## src/rtl/frame_scan_if.sv

```systemverilog
// Bundle for frame_scan_ctrl: start/status, frame-buffer read port and pixel stream.
// master = controller side, slave = environment (memory + downstream chain).
interface frame_scan_if #(
    parameter int ADDR_W = 19,
    parameter int CW     = 10,
    parameter int RW     = 9
);
    logic              start;
    logic              busy;
    logic              done;
    logic              mem_rd_en;
    logic [ADDR_W-1:0] mem_addr;
    logic [7:0]        mem_data;
    logic [7:0]        pix_data;
    logic              pix_valid;
    logic              pix_ready;
    logic [CW-1:0]     pix_col;
    logic [RW-1:0]     pix_row;
    logic              pix_sof;
    logic              pix_eof;
    logic              pix_sol;
    logic              pix_eol;

    modport master (
        input  start, mem_data, pix_ready,
        output busy, done, mem_rd_en, mem_addr,
        output pix_data, pix_valid, pix_col, pix_row,
        output pix_sof, pix_eof, pix_sol, pix_eol
    );

    modport slave (
        output start, mem_data, pix_ready,
        input  busy, done, mem_rd_en, mem_addr,
        input  pix_data, pix_valid, pix_col, pix_row,
        input  pix_sof, pix_eof, pix_sol, pix_eol
    );
endinterface

```

## src/rtl/frame_scan_ctrl.sv

```systemverilog
// Raster-scan read controller: walks a COLxROW frame buffer in raster order and
// streams the returned pixels with coordinates and frame/line markers.
module frame_scan_ctrl #(
    parameter int COL    = 640,
    parameter int ROW    = 480,
    parameter int ADDR_W = 19,
    parameter int CW     = 10,
    parameter int RW     = 9
) (
    input  logic          clk,
    input  logic          rst,
    frame_scan_if.master  bus
);
    localparam int              N      = COL * ROW;
    localparam logic [ADDR_W:0] L_N    = (ADDR_W+1)'(N);
    localparam logic [ADDR_W-1:0] L_LAST = ADDR_W'(N - 1);
    localparam logic [CW-1:0]   L_CMAX = CW'(COL - 1);
    localparam logic [RW-1:0]   L_RMAX = RW'(ROW - 1);

    typedef enum logic [1:0] {S_IDLE, S_RUN, S_DRAIN, S_DONE} state_t;

    state_t            r_state, w_state_nxt;
    logic [ADDR_W-1:0] r_addr;
    logic              r_inflight;
    logic [1:0][7:0]   r_fifo;
    logic              r_wp, r_rp;
    logic [1:0]        r_cnt;
    logic [CW-1:0]     r_col;
    logic [RW-1:0]     r_row;

    logic              w_valid, w_pop, w_fifo_pop, w_wr, w_rd_en, w_begin;
    logic [2:0]        w_level;
    logic [7:0]        w_head;

    // An empty buffer with a read returning this cycle exposes mem_data directly,
    // which gives the 2-cycle start-to-pixel latency.
    assign w_valid    = (r_cnt != 2'd0) || r_inflight;
    assign w_head     = (r_cnt != 2'd0) ? r_fifo[r_rp] : (r_inflight ? bus.mem_data : 8'd0);
    assign w_pop      = w_valid && bus.pix_ready;
    assign w_fifo_pop = w_pop && (r_cnt != 2'd0);
    assign w_wr       = r_inflight && !((r_cnt == 2'd0) && w_pop);
    assign w_level    = {1'b0, r_cnt} + {2'b0, r_inflight} - {2'b0, w_pop};
    assign w_rd_en    = (r_state == S_RUN) && (w_level < 3'd2) && ({1'b0, r_addr} < L_N);
    assign w_begin    = (r_state == S_IDLE) && bus.start;

    always_ff @(posedge clk or posedge rst) begin
        if (rst) r_state <= S_IDLE;
        else     r_state <= w_state_nxt;
    end

    always_comb begin
        w_state_nxt = r_state;
        case (r_state)
            S_IDLE:  if (bus.start) w_state_nxt = S_RUN;
            S_RUN:   if (w_rd_en && (r_addr == L_LAST)) w_state_nxt = S_DRAIN;
            S_DRAIN: if (w_level == 3'd0) w_state_nxt = S_DONE;
            S_DONE:  w_state_nxt = S_IDLE;
            default: w_state_nxt = S_IDLE;
        endcase
    end

    always_ff @(posedge clk or posedge rst) begin
        if (rst) begin
            r_addr     <= '0;
            r_inflight <= 1'b0;
            r_fifo     <= '0;
            r_wp       <= 1'b0;
            r_rp       <= 1'b0;
            r_cnt      <= 2'd0;
        end else begin
            r_inflight <= w_rd_en;
            if (w_begin)      r_addr <= '0;
            else if (w_rd_en) r_addr <= r_addr + 1'b1;
            if (w_wr) begin
                r_fifo[r_wp] <= bus.mem_data;
                r_wp         <= ~r_wp;
            end
            if (w_fifo_pop) r_rp <= ~r_rp;
            r_cnt <= r_cnt + {1'b0, w_wr} - {1'b0, w_fifo_pop};
        end
    end

    // Coordinates track the head pixel, not the issue address.
    always_ff @(posedge clk or posedge rst) begin
        if (rst) begin
            r_col <= '0;
            r_row <= '0;
        end else if (w_begin) begin
            r_col <= '0;
            r_row <= '0;
        end else if (w_pop) begin
            if (r_col == L_CMAX) begin
                r_col <= '0;
                r_row <= (r_row == L_RMAX) ? '0 : r_row + 1'b1;
            end else begin
                r_col <= r_col + 1'b1;
            end
        end
    end

    assign bus.busy      = (r_state == S_RUN) || (r_state == S_DRAIN);
    assign bus.done      = (r_state == S_DONE);
    assign bus.mem_rd_en = w_rd_en;
    assign bus.mem_addr  = r_addr;
    assign bus.pix_valid = w_valid;
    assign bus.pix_data  = w_head;
    assign bus.pix_col   = r_col;
    assign bus.pix_row   = r_row;
    assign bus.pix_sof   = w_valid && (r_col == '0) && (r_row == '0);
    assign bus.pix_eof   = w_valid && (r_col == L_CMAX) && (r_row == L_RMAX);
    assign bus.pix_sol   = w_valid && (r_col == '0);
    assign bus.pix_eol   = w_valid && (r_col == L_CMAX);
endmodule

```

## src/flat_wrapper.sv

```systemverilog
// flat-port wrapper written by rule: the top's interface ports become plain ports
module frame_scan_ctrl_flat 
#(
    parameter int COL    = 640,
    parameter int ROW    = 480,
    parameter int ADDR_W = 19,
    parameter int CW     = 10,
    parameter int RW     = 9
)
  (clk, rst, bus_start, bus_mem_data, bus_pix_ready, bus_busy, bus_done, bus_mem_rd_en, bus_mem_addr, bus_pix_data, bus_pix_valid, bus_pix_col, bus_pix_row, bus_pix_sof, bus_pix_eof, bus_pix_sol, bus_pix_eol);
  frame_scan_if #(.ADDR_W(ADDR_W), .CW(CW), .RW(RW)) bus_i ();
  input  logic clk;
  input  logic rst;
  input wire logic [$bits(bus_i.start)-1:0] bus_start;
  input wire logic [$bits(bus_i.mem_data)-1:0] bus_mem_data;
  input wire logic [$bits(bus_i.pix_ready)-1:0] bus_pix_ready;
  output wire logic [$bits(bus_i.busy)-1:0] bus_busy;
  output wire logic [$bits(bus_i.done)-1:0] bus_done;
  output wire logic [$bits(bus_i.mem_rd_en)-1:0] bus_mem_rd_en;
  output wire logic [$bits(bus_i.mem_addr)-1:0] bus_mem_addr;
  output wire logic [$bits(bus_i.pix_data)-1:0] bus_pix_data;
  output wire logic [$bits(bus_i.pix_valid)-1:0] bus_pix_valid;
  output wire logic [$bits(bus_i.pix_col)-1:0] bus_pix_col;
  output wire logic [$bits(bus_i.pix_row)-1:0] bus_pix_row;
  output wire logic [$bits(bus_i.pix_sof)-1:0] bus_pix_sof;
  output wire logic [$bits(bus_i.pix_eof)-1:0] bus_pix_eof;
  output wire logic [$bits(bus_i.pix_sol)-1:0] bus_pix_sol;
  output wire logic [$bits(bus_i.pix_eol)-1:0] bus_pix_eol;
  assign bus_i.start = bus_start;
  assign bus_i.mem_data = bus_mem_data;
  assign bus_i.pix_ready = bus_pix_ready;
  assign bus_busy = bus_i.busy;
  assign bus_done = bus_i.done;
  assign bus_mem_rd_en = bus_i.mem_rd_en;
  assign bus_mem_addr = bus_i.mem_addr;
  assign bus_pix_data = bus_i.pix_data;
  assign bus_pix_valid = bus_i.pix_valid;
  assign bus_pix_col = bus_i.pix_col;
  assign bus_pix_row = bus_i.pix_row;
  assign bus_pix_sof = bus_i.pix_sof;
  assign bus_pix_eof = bus_i.pix_eof;
  assign bus_pix_sol = bus_i.pix_sol;
  assign bus_pix_eol = bus_i.pix_eol;
  frame_scan_ctrl #(.COL(COL), .ROW(ROW), .ADDR_W(ADDR_W), .CW(CW), .RW(RW)) u_core (.clk(clk), .rst(rst), .bus(bus_i));
endmodule
```

## config.mk

```make
export PLATFORM = sky130hd
export DESIGN_NAME = frame_scan_ctrl_flat
export DESIGN_NICKNAME = d
export VERILOG_FILES = /design/src/rtl/frame_scan_if.sv /design/src/rtl/frame_scan_ctrl.sv /design/src/flat_wrapper.sv
export SDC_FILE = /design/constraint.sdc
export NUM_CORES = 1
export LEC_CHECK = 0
export BUFFER_PORTS_ARGS = -buffer_cell sky130_fd_sc_hd__clkbuf_2
export CORE_ASPECT_RATIO = 0.9
export CORE_MARGIN = 2
export CORE_UTILIZATION = 55
export CTS_CLUSTER_SIZE = 30
export DETAILED_ROUTE_END_ITERATION = 8
export PLACE_DENSITY = 0.8
export SYNTH_ARGS = -nofsm -noshare
export SYNTH_HDL_FRONTEND = slang
export SYNTH_SLANG_ARGS = --single-unit
```

## constraint.sdc

```tcl
create_clock -name clk -period 3.63 [get_ports clk]
set_input_delay 0.363 -clock clk [delete_from_list [all_inputs] [get_ports clk]]
set_output_delay 0.363 -clock clk [all_outputs]
set_load 0.01 [all_outputs]
```

Word level (Yosys, flattened, before mapping)
Index checks and enable logic that the tools add are counted. Widths: inputs -> output; s select.

$add $sub $neg: 7. Multipliers: 0. Div/mod/pow operators: 0. Magnitude comparators: 5. Eq/ne operators: 9. Shift-type cells: 0. Multiplexer cells: 20. Bitwise logic cells: 2. Reductions and logical operators: 27.

Operators with widths (number): $mux 8 (5); $mux 19 (2); $mux 9 (4); $mux 10 (3); $add 19x1->19 const B (1); $eq 19x19->1 const B (1); $lt 19x19->1 const B (1); $bwmux 16 (1); $logic_and 1x1->1 (13); $add 10x1->10 const B (1); $eq 10x10->1 const B (1); $logic_not 10->1 (1); $add 9x1->9 const B (1); $eq 9x9->1 const B (1); $logic_not 9->1 (1); $demux 8 s1 (1); $pmux 2 s4 (1); $reduce_bool 2->1 (4); $mux 2 (3); $eq 2x2->1 const B (2); $logic_not 2->1 (2); $lt 1x2->1 const B (2); $ne 2x2->1 const B (2); $add 2x1->3 (1); 13 further kinds (15).

Register bits after elaboration: 61. Bits in latches: 0. RAM bits: 0. ROM bits: 0. Output and inout port bits: 54. Logic and storage cells: 80. Memories: 0.

Depth between registers and ports, before layout
Gate-level depths: netlist of run 1.

Depth after elaboration: 10. Gate-level depth with buffers: 13. Mapped depth without buffers: 10.

Worst setup path before layout of run 1
No wires, ideal clock.

Path type: reg2reg. From: reg u_core.r_inflight. To: reg u_core.r_addr[1] (netlist: u_core.bus.mem_addr[1]). Library setup time: 0.132 ns. Data arrival time: 2.578 ns. Required time: 3.498 ns. Setup slack: 0.921 ns. Stages on the path, launching flop included: 13. Period minus slack after synthesis: 2.709 ns. Cell sequence: dfrtp_1 > clkbuf_1 > mux2i_1 > ha_1 > inv_1 > fa_1 > xnor2_1 > and4_1 > buf_2 > and2_1 > clkbuf_1 > mux2i_1 > nor2_1.

Cells in the longest elaborated chain, start to end: 7. Elaborated cells on any way between the ends: 8. Classes of those cells: 2 x add/sub; 1 x order compare; 5 x reduce/logical.

Ends and longest elaborated chain: start, declared (RTL line frame_scan_ctrl.sv:24) `logic r_inflight;`; start signal, assigned (RTL line frame_scan_ctrl.sv:71) `r_inflight <= w_rd_en;`; parallel branches: the longest is 2 deep, another holds $add 2x1->3; $sub 3x1->3 * (RTL line frame_scan_ctrl.sv:42) `assign w_level = {1'b0, r_cnt} + {2'b0, r_inflight} - {2'b0, w_pop};`; $lt 3x2->1 * (RTL line frame_scan_ctrl.sv:43) `assign w_rd_en = (r_state == S_RUN) && (w_level < 3'd2) && ({1'b0, r_addr} < L_N);`; $logic_and 1x1->1 * (2 in a row) (RTL line frame_scan_ctrl.sv:43); net bus_mem_rd_en (RTL line flat_wrapper.sv:19) `output wire logic [$bits(bus_i.mem_rd_en)-1:0] bus_mem_rd_en;`; $reduce_bool 2->1 (no line) *; end signal, assigned (RTL line frame_scan_ctrl.sv:73) `else if (w_rd_en) r_addr <= r_addr + 1'b1;`; end, declared (RTL line frame_scan_ctrl.sv:23) `logic [ADDR_W-1:0] r_addr;`.

Mark *: on every way through the listed nets, which the timed path passes. A chain may end at the register's enable or synchronous reset.

Worst setup path after layout of run 1
From: reg u_core.r_cnt[1]. To: out bus_mem_rd_en.

Cells in the longest elaborated chain, start to end: 7. Elaborated cells on any way between the ends: 8. Classes of those cells: 2 x add/sub; 1 x order compare; 5 x reduce/logical.

Ends and longest elaborated chain: start, declared (RTL line frame_scan_ctrl.sv:27) `logic [1:0] r_cnt;`; start signal, assigned (RTL line frame_scan_ctrl.sv:79) `r_cnt <= r_cnt + {1'b0, w_wr} - {1'b0, w_fifo_pop};`; parallel branches: the longest is 3 deep, another holds $add 2x1->3; $sub 3x1->3 * (RTL line frame_scan_ctrl.sv:42); $lt 3x2->1 * (RTL line frame_scan_ctrl.sv:43); $logic_and 1x1->1 * (2 in a row) (RTL line frame_scan_ctrl.sv:43); end, declared (RTL line flat_wrapper.sv:19).

Every way passes the cells marked *.

==> results of run 1 <==
==> kinds of logic (layout without fill, tap and decap cells) <==
kind of cell / after synthesis / count (layout) / share of synthesized area, %
and+or+nand+nor: 144 / 144 / 22.7
DFF: 61 / 61 / 45.0
AOI/OAI and AO/OA: 39 / 39 / 6.90
buffers and inverters: 31 / 103 / 3.58
muxes: 29 / 29 / 9.19
xor gates and xnor gates: 28 / 28 / 7.23
adders and majority gates: 14 / 14 / 5.39
==> cell usage after synthesis (2+ instances only) <==
| library cell | count | area share [%] |
|---|---|---|
| clkbuf_1 | 8 | 0.89 |
| nor2b_1 | 5 | 0.92 |
| o21ai_0 | 21 | 3.1 |
| clkbuf_2 | 2 | 0.30 |
| and4_1 | 4 | 1.0 |
| inv_1 | 18 | 2.0 |
| or3_1 | 3 | 0.55 |
| mux2_2 | 17 | 5.6 |
| ha_1 | 13 | 4.8 |
| buf_2 | 2 | 0.30 |
| and2_1 | 5 | 0.92 |
| nor4_1 | 4 | 0.74 |
| nor3_1 | 10 | 1.5 |
| and3_1 | 7 | 1.3 |
| o31ai_1 | 2 | 0.44 |
| mux2i_1 | 12 | 3.5 |
| a21oi_1 | 7 | 1.0 |
| xnor2_1 | 15 | 3.9 |
| nand3_1 | 27 | 4.0 |
| or4_1 | 2 | 0.44 |
| or4b_2 | 2 | 0.59 |
| dfrtp_1 | 61 | 45 |
| nand2_1 | 16 | 1.8 |
| nor4b_1 | 2 | 0.52 |
| nand4_1 | 14 | 2.6 |
| nor2_1 | 37 | 4.1 |
| xor2_1 | 13 | 3.4 |
==> worst paths after layout <==
| path | from | end | cells after the start |
|---|---|---|---|
| hold / removal | rst | u_core.r_fifo[14] | 2 |
| hold reg to reg | u_core.r_wp | u_core.r_wp | 1 |
| max in group asynchronous | rst | u_core.bus.mem_addr[18] | 3 |
| min in group clk | bus_mem_data[6] | u_core.r_fifo[14] | 2 |
| setup / recovery | u_core.r_cnt[1] | bus_mem_rd_en | 9 |
| setup reg to reg | u_core.r_cnt[1] | u_core.bus.mem_addr[16] | 10 |
==> sequential cells by signal, indices dropped and copies added (netlist names), 2 cells and up <==
register and flops:
u_core.r_state 2, u_core.bus.pix_col 10, u_core.r_fifo 16, u_core.bus.pix_row 9, u_core.r_cnt 2, u_core.bus.mem_addr 19
==> through the flow <==
step | TNS, ns | util, % | std cells | setup slack [ns] | hold WS (ns)
finish | 0 | 66.3 | 490 | 0.236 | 0.179
floorplan | 0 | - | 346 | 0.921 | 0.463
global placement | 0 | 62.5 | 474 | 0.794 | 0.476
detailed placement | 0 | 62.5 | 474 | 0.671 | 0.488
CTS | 0 | 66.3 | 490 | 0.192 | 0.224
global route | -0.00592 | 66.3 | 490 | -0.00592 | 0.268
==> final cells by class <==
type	instances	area, sq um
Timing Repair Buffer	69	355
Tap cell	72	90.1
Clock inverter	4	70.1
Multi-Input combinational cell	254	1740
Inverter	18	67.6
Clock buffer	12	155
Sequential cell	61	1530
Fill cell	493	2040
==> routing by layer <==
layer | wire, um | GRT usage (%)
met1 | 3390 | 31.3
met2 | 3730 | 40.5
met3 | 477 | 6.31
met4 | 93 | 9.38
met5 | 0 | 0
==> report_power, final <==
| part | internal, uW | switching [uW] |
|---|---|---|
| Combinational | 497 | 587 |
| Clock | 422 | 273 |
| Sequential | 871 | 221 |
==> timing repair <==
item                                    in CTS  in global routing
gates resized for setup                      0                  1
hold buffers                                 0                  0
endpoints found under the setup margin       0                  1
==> results.py, run 1 <==
metrics = {
    "floorplanning": {
        "design.die.area_sq_um": 6810,
        "core_area_sq_um": 6050,
        "row_count": 27,
        "dieHeight_um": 78.5,
        "io_pins": 66,
        "dieWidth_um": 86.8,
        "start_util_pct": 56.1,
    },
    "critical_path": {
        "crit_path_start_kind": "register",
        "cp.required_ns": 3.27,
        "path_buf_inv": 2,
        "end_kind": "output pin",
        "rrSetupSlack_ns": 0.57,
        "cp_cell_sequence": "o21ai_0 > mux2i_1 > ha_1 > inv_1 > fa_1 > xnor2_1 > and4_2 > and2_1 > clkbuf_2",
        "arrival_ns": 3.03,
        "cpLargestDelayFamily": "simple AND/OR/NAND/NOR gates",
        "critical_path_class": "reg2out",
        "crit_path_top_delay_cell": "dfrtp_1",
        "max_stage_delay_ns": 0.53,
        "cp_max_fo": 9,
    },
    "sta": {
        "hold_violations": 0,
        "finalSetupViolations": 0,
        "fmax_mhz": 295,
        "relSlewSlack_pct": 40.9,
        "tightest_slew_ns": 0.885,
        "timing.final.max_slew_violations": 0,
        "skew_ns": 0.00989,
        "post-route-period-util_pct": 93.5,
        "min_period_ns": 3.39,
    },
    "yosys": {
        "syn_nets": 372,
        "syn_avg_cell_area_sq_um": 9.80,
        "async_flop_share_pct": 100,
        "yosysWarnings": 0,
        "ys_types": 44,
        "syn_inst": 346,
        "synth_ff_type": "dfrtp_1",
        "synth_area_sq_um": 3390,
        "ys_ff_latch": 61,
        "ys_seq_area_share_pct": 45.0,
        "synth-edff-count": 0,
    },
    "power_and_ir_drop": {
        "power.density_nw_per_um2": 716,
        "power.total_uw": 2870,
        "peakVddDrop_v": 0.000487,
        "p_leak_uw": 0.00192,
    },
    "detailed_routing": {
        "finalWirelength_mm": 7.68,
        "wl_per_cell_um": 15.7,
        "vias_per_cell": 5.86,
        "ant_nets": 0,
        "drt_iter0_drc": 121,
        "drt-pass1-iter-count": 5,
        "drc_errors": 0,
        "num_vias": 2872,
    },
    "clock_network": {
        "cts-root-buf": "clkbuf_8",
        "clk_pin_slew_worst_paths_ns": 0.07,
        "cts_buffers": 9,
        "clk_latency_ns": 0.35,
        "post-cts-setup-buffers": 0,
        "clock_path_buffers": 2,
        "cts_tree": "done",
        "clkSinkCount": 61,
        "htreeDepth": 3,
    },
    "finish": {
        "fin_area_sq_um": 4010,
        "diodes": 0,
        "final_common_cell": "clkbuf_2",
        "layout-drive-gt1-share_pct": 26.6,
        "layout_common_cells": "clkbuf_2, dfrtp_1, nor2_1, nand3_1, o21ai_0",
        "fin_nets": 439,
        "syn_to_final_growth_pct": 18.2,
    },
    "place": {
        "dp.final_hpwl_mm": 5.40,
        "placed_area_sq_um": 3780,
        "gp_congestion": 0.845,
        "io_buffers": 65,
    },
    "job": {
        "drv_cap": 0,
    },
    "global_route": {
        "grt_usage_pct": 24.7,
        "gr-total-overflow": 0,
        "grt_pass1_vias": 2775,
        "grt_antenna_before_repair": 0,
        "grt_max_degree": 44,
        "grt_pass1_wl_mm": 13.2,
    },
    "worst_hold_path": {
        "hold_path_class": "in2async",
    },
    "status": {
        "status": "finished, final reports clean",
    },
}
Power figures use the tool's default switching activity.
==> run 2: changes to the inputs <==
- CORE_UTILIZATION: 55 -> 42
- PLACE_DENSITY: 0.8 -> default
==> run 2 against run 1 <==
Via count is 4.0% lower; combinational power is essentially flat; non-clock buffer count fell by 1; design area is 1.0% lower; cell count rose by 5.1%; register-to-register slack improved by 0.04 ns; sequential power hardly changed; sequential share of layout area increased by 0.40 points; critical path type unchanged.
==> results.py, run 2 (synthesis gave the netlist of run 1 again) <==
metrics = {
    "status": {
        "status": "finished, final reports clean",
    },
    "place": {
        "dpl_worst_slack_ns": 0.678,
        "dp.final_hpwl_mm": 5.34,
        "gp_congestion": 0.758,
        "place_inst": 500,
        "io_buffers": 65,
    },
    "finish": {
        "final_cells": 515,
        "fin_nets": 438,
        "layout_common_cells": "clkbuf_2, dfrtp_1, nor2_1, nand3_1, o21ai_0",
        "regArea_sq_um": 1530,
        "diodes": 0,
        "multiInputGateArea_sq_um": 1740,
        "final_common_cell": "clkbuf_2",
        "layout-drive-gt1-share_pct": 25.5,
        "fillerInstances": 754,
        "syn_to_final_growth_pct": 17.0,
        "largest_reg_flops": 19,
    },
    "clock_network": {
        "clk_latency_ns": 0.34,
        "cts_tree": "done",
        "cts-root-buf": "clkbuf_8",
        "clkSinkCount": 61,
        "cts_buffers": 9,
        "clock_path_buffers": 2,
        "htreeDepth": 3,
        "cts-hold-fix-buffers": 0,
        "clk_pin_slew_worst_paths_ns": 0.07,
        "post-cts-setup-buffers": 0,
        "cts.repair.resized": 0,
    },
    "power_and_ir_drop": {
        "power.total_uw": 2660,
        "power.density_nw_per_um2": 670,
        "peakVddDrop_v": 0.000516,
        "p_leak_uw": 0.00188,
    },
    "critical_path": {
        "cp_cell_sequence": "o21ai_0 > mux2i_1 > ha_1 > inv_1 > fa_1 > xnor2_1 > and4_1 > and2_1 > clkbuf_2",
        "crit_path_top_delay_cell": "dfrtp_1",
        "crit_path_start_kind": "register",
        "path_buf_inv": 2,
        "max_stage_delay_ns": 0.51,
        "arrival_ns": 2.98,
        "cpLargestDelayFamily": "simple AND/OR/NAND/NOR gates",
        "critical_path_class": "reg2out",
        "end_kind": "output pin",
        "cp.required_ns": 3.27,
        "cp_max_fo": 9,
    },
    "global_route": {
        "grt_max_degree": 32,
        "grt_pass1_wl_mm": 12.9,
        "grt_pass1_vias": 2640,
        "grt_usage_pct": 18.5,
        "gr-total-overflow": 0,
        "grt_antenna_before_repair": 0,
    },
    "sta": {
        "finalSetupViolations": 0,
        "hold_violations": 0,
        "tns_ns": 0,
        "relSlewSlack_pct": 47.9,
        "holdWs_ns": 0.100,
        "min_period_ns": 3.34,
        "timing.final.max_slew_violations": 0,
        "post-route-period-util_pct": 92.1,
        "tightest_slew_ns": 0.780,
        "fmax_mhz": 299,
        "skew_ns": 0.00854,
        "worst_slack_ns": 0.288,
        "rsz0062_at_grt": "no",
    },
    "floorplanning": {
        "io_pins": 66,
        "core_area_sq_um": 7950,
        "dieHeight_um": 89.2,
        "dieWidth_um": 98.7,
        "design.die.area_sq_um": 8810,
        "row_count": 31,
        "start_util_pct": 42.6,
    },
    "detailed_routing": {
        "drc_errors": 0,
        "ant_nets": 0,
        "vias_per_cell": 5.35,
        "wl_per_cell_um": 14.6,
        "finalWirelength_mm": 7.54,
        "num_vias": 2757,
        "drt-pass1-iter-count": 4,
        "drt_iter0_drc": 128,
    },
    "job": {
        "drv_cap": 0,
    },
    "worst_hold_path": {
        "hold_path_class": "in2async",
    },
}
==> run 2: changes by cell type in the layout (fill, tap and decap cells not counted) <==
cell,change
bufinv_16,-2
clkbuf_1,+2
and4_1,+1
and4_2,-1
buf_4,-1
clkbuf_8,-1
==> run 2: worst register-to-register path, stage by stage (launching register included) <==
cell and delay [ns]:
dfrtp_1 0.51, o21ai_0 0.23, mux2i_1 0.18, ha_1 0.17
inv_1 0.05, fa_1 0.37, xnor2_1 0.23, and4_1 0.46
nand3_1 0.23, or3_1 0.38, a21oi_1 0.14
==> run 2: per-stage QoR <==
| stage | utilization (%) | instance area (sq um) |
|---|---|---|
| 2_1_floorplan | - | 3390 |
| 3_3_place_gp | 47.9 | 3810 |
| 3_5_place_dp | 47.9 | 3810 |
| 4_1_cts | 49.9 | 3970 |
| 5_1_grt | 49.9 | 3970 |
| 6_report | 49.9 | 3970 |
==> run 2: worst paths after layout <==
check	slack, ns	startpoint	cells past startpoint	endpoint
max	0.29	u_core.r_cnt[1]	9	bus_mem_rd_en
min	0.10	rst	2	u_core.r_fifo[13]
max reg2reg	0.61	u_core.r_cnt[1]	10	u_core.bus.mem_addr[16]
min reg2reg	0.51	u_core.r_wp	1	u_core.r_wp
max in group asynchronous	2.65	rst	3	u_core.bus.pix_col[4]
min in group clk	0.29	bus_mem_data[5]	2	u_core.r_fifo[13]
==> run 2: where the power goes <==
| group | internal (uW) | total [uW] | switching [uW] |
|---|---|---|---|
| combinational | 485 | 1060 | 571 |
| sequential | 872 | 1090 | 217 |
| clock | 261 | 514 | 253 |
| total | 1620 | 2660 | 1040 |
==> run 2: layer usage <==
metal  vias to the layer above  GRT usage, %  wire length, um
met5                         -             0                0
met2                        73          30.1             3450
met1                      1316          24.9             3670
li1                       1359             -                -
met4                         0          4.48               60
met3                         9          5.32              360
==> run 2: layout make-up <==
cell class,count,share of cell area (%)
Timing Repair Buffer,68,8.77
Inverter,18,1.70
Clock inverter,2,0.252
Multi-Input combinational cell,254,43.9
Clock buffer,13,3.75
Sequential cell,61,38.5
Tap cell,99,3.12
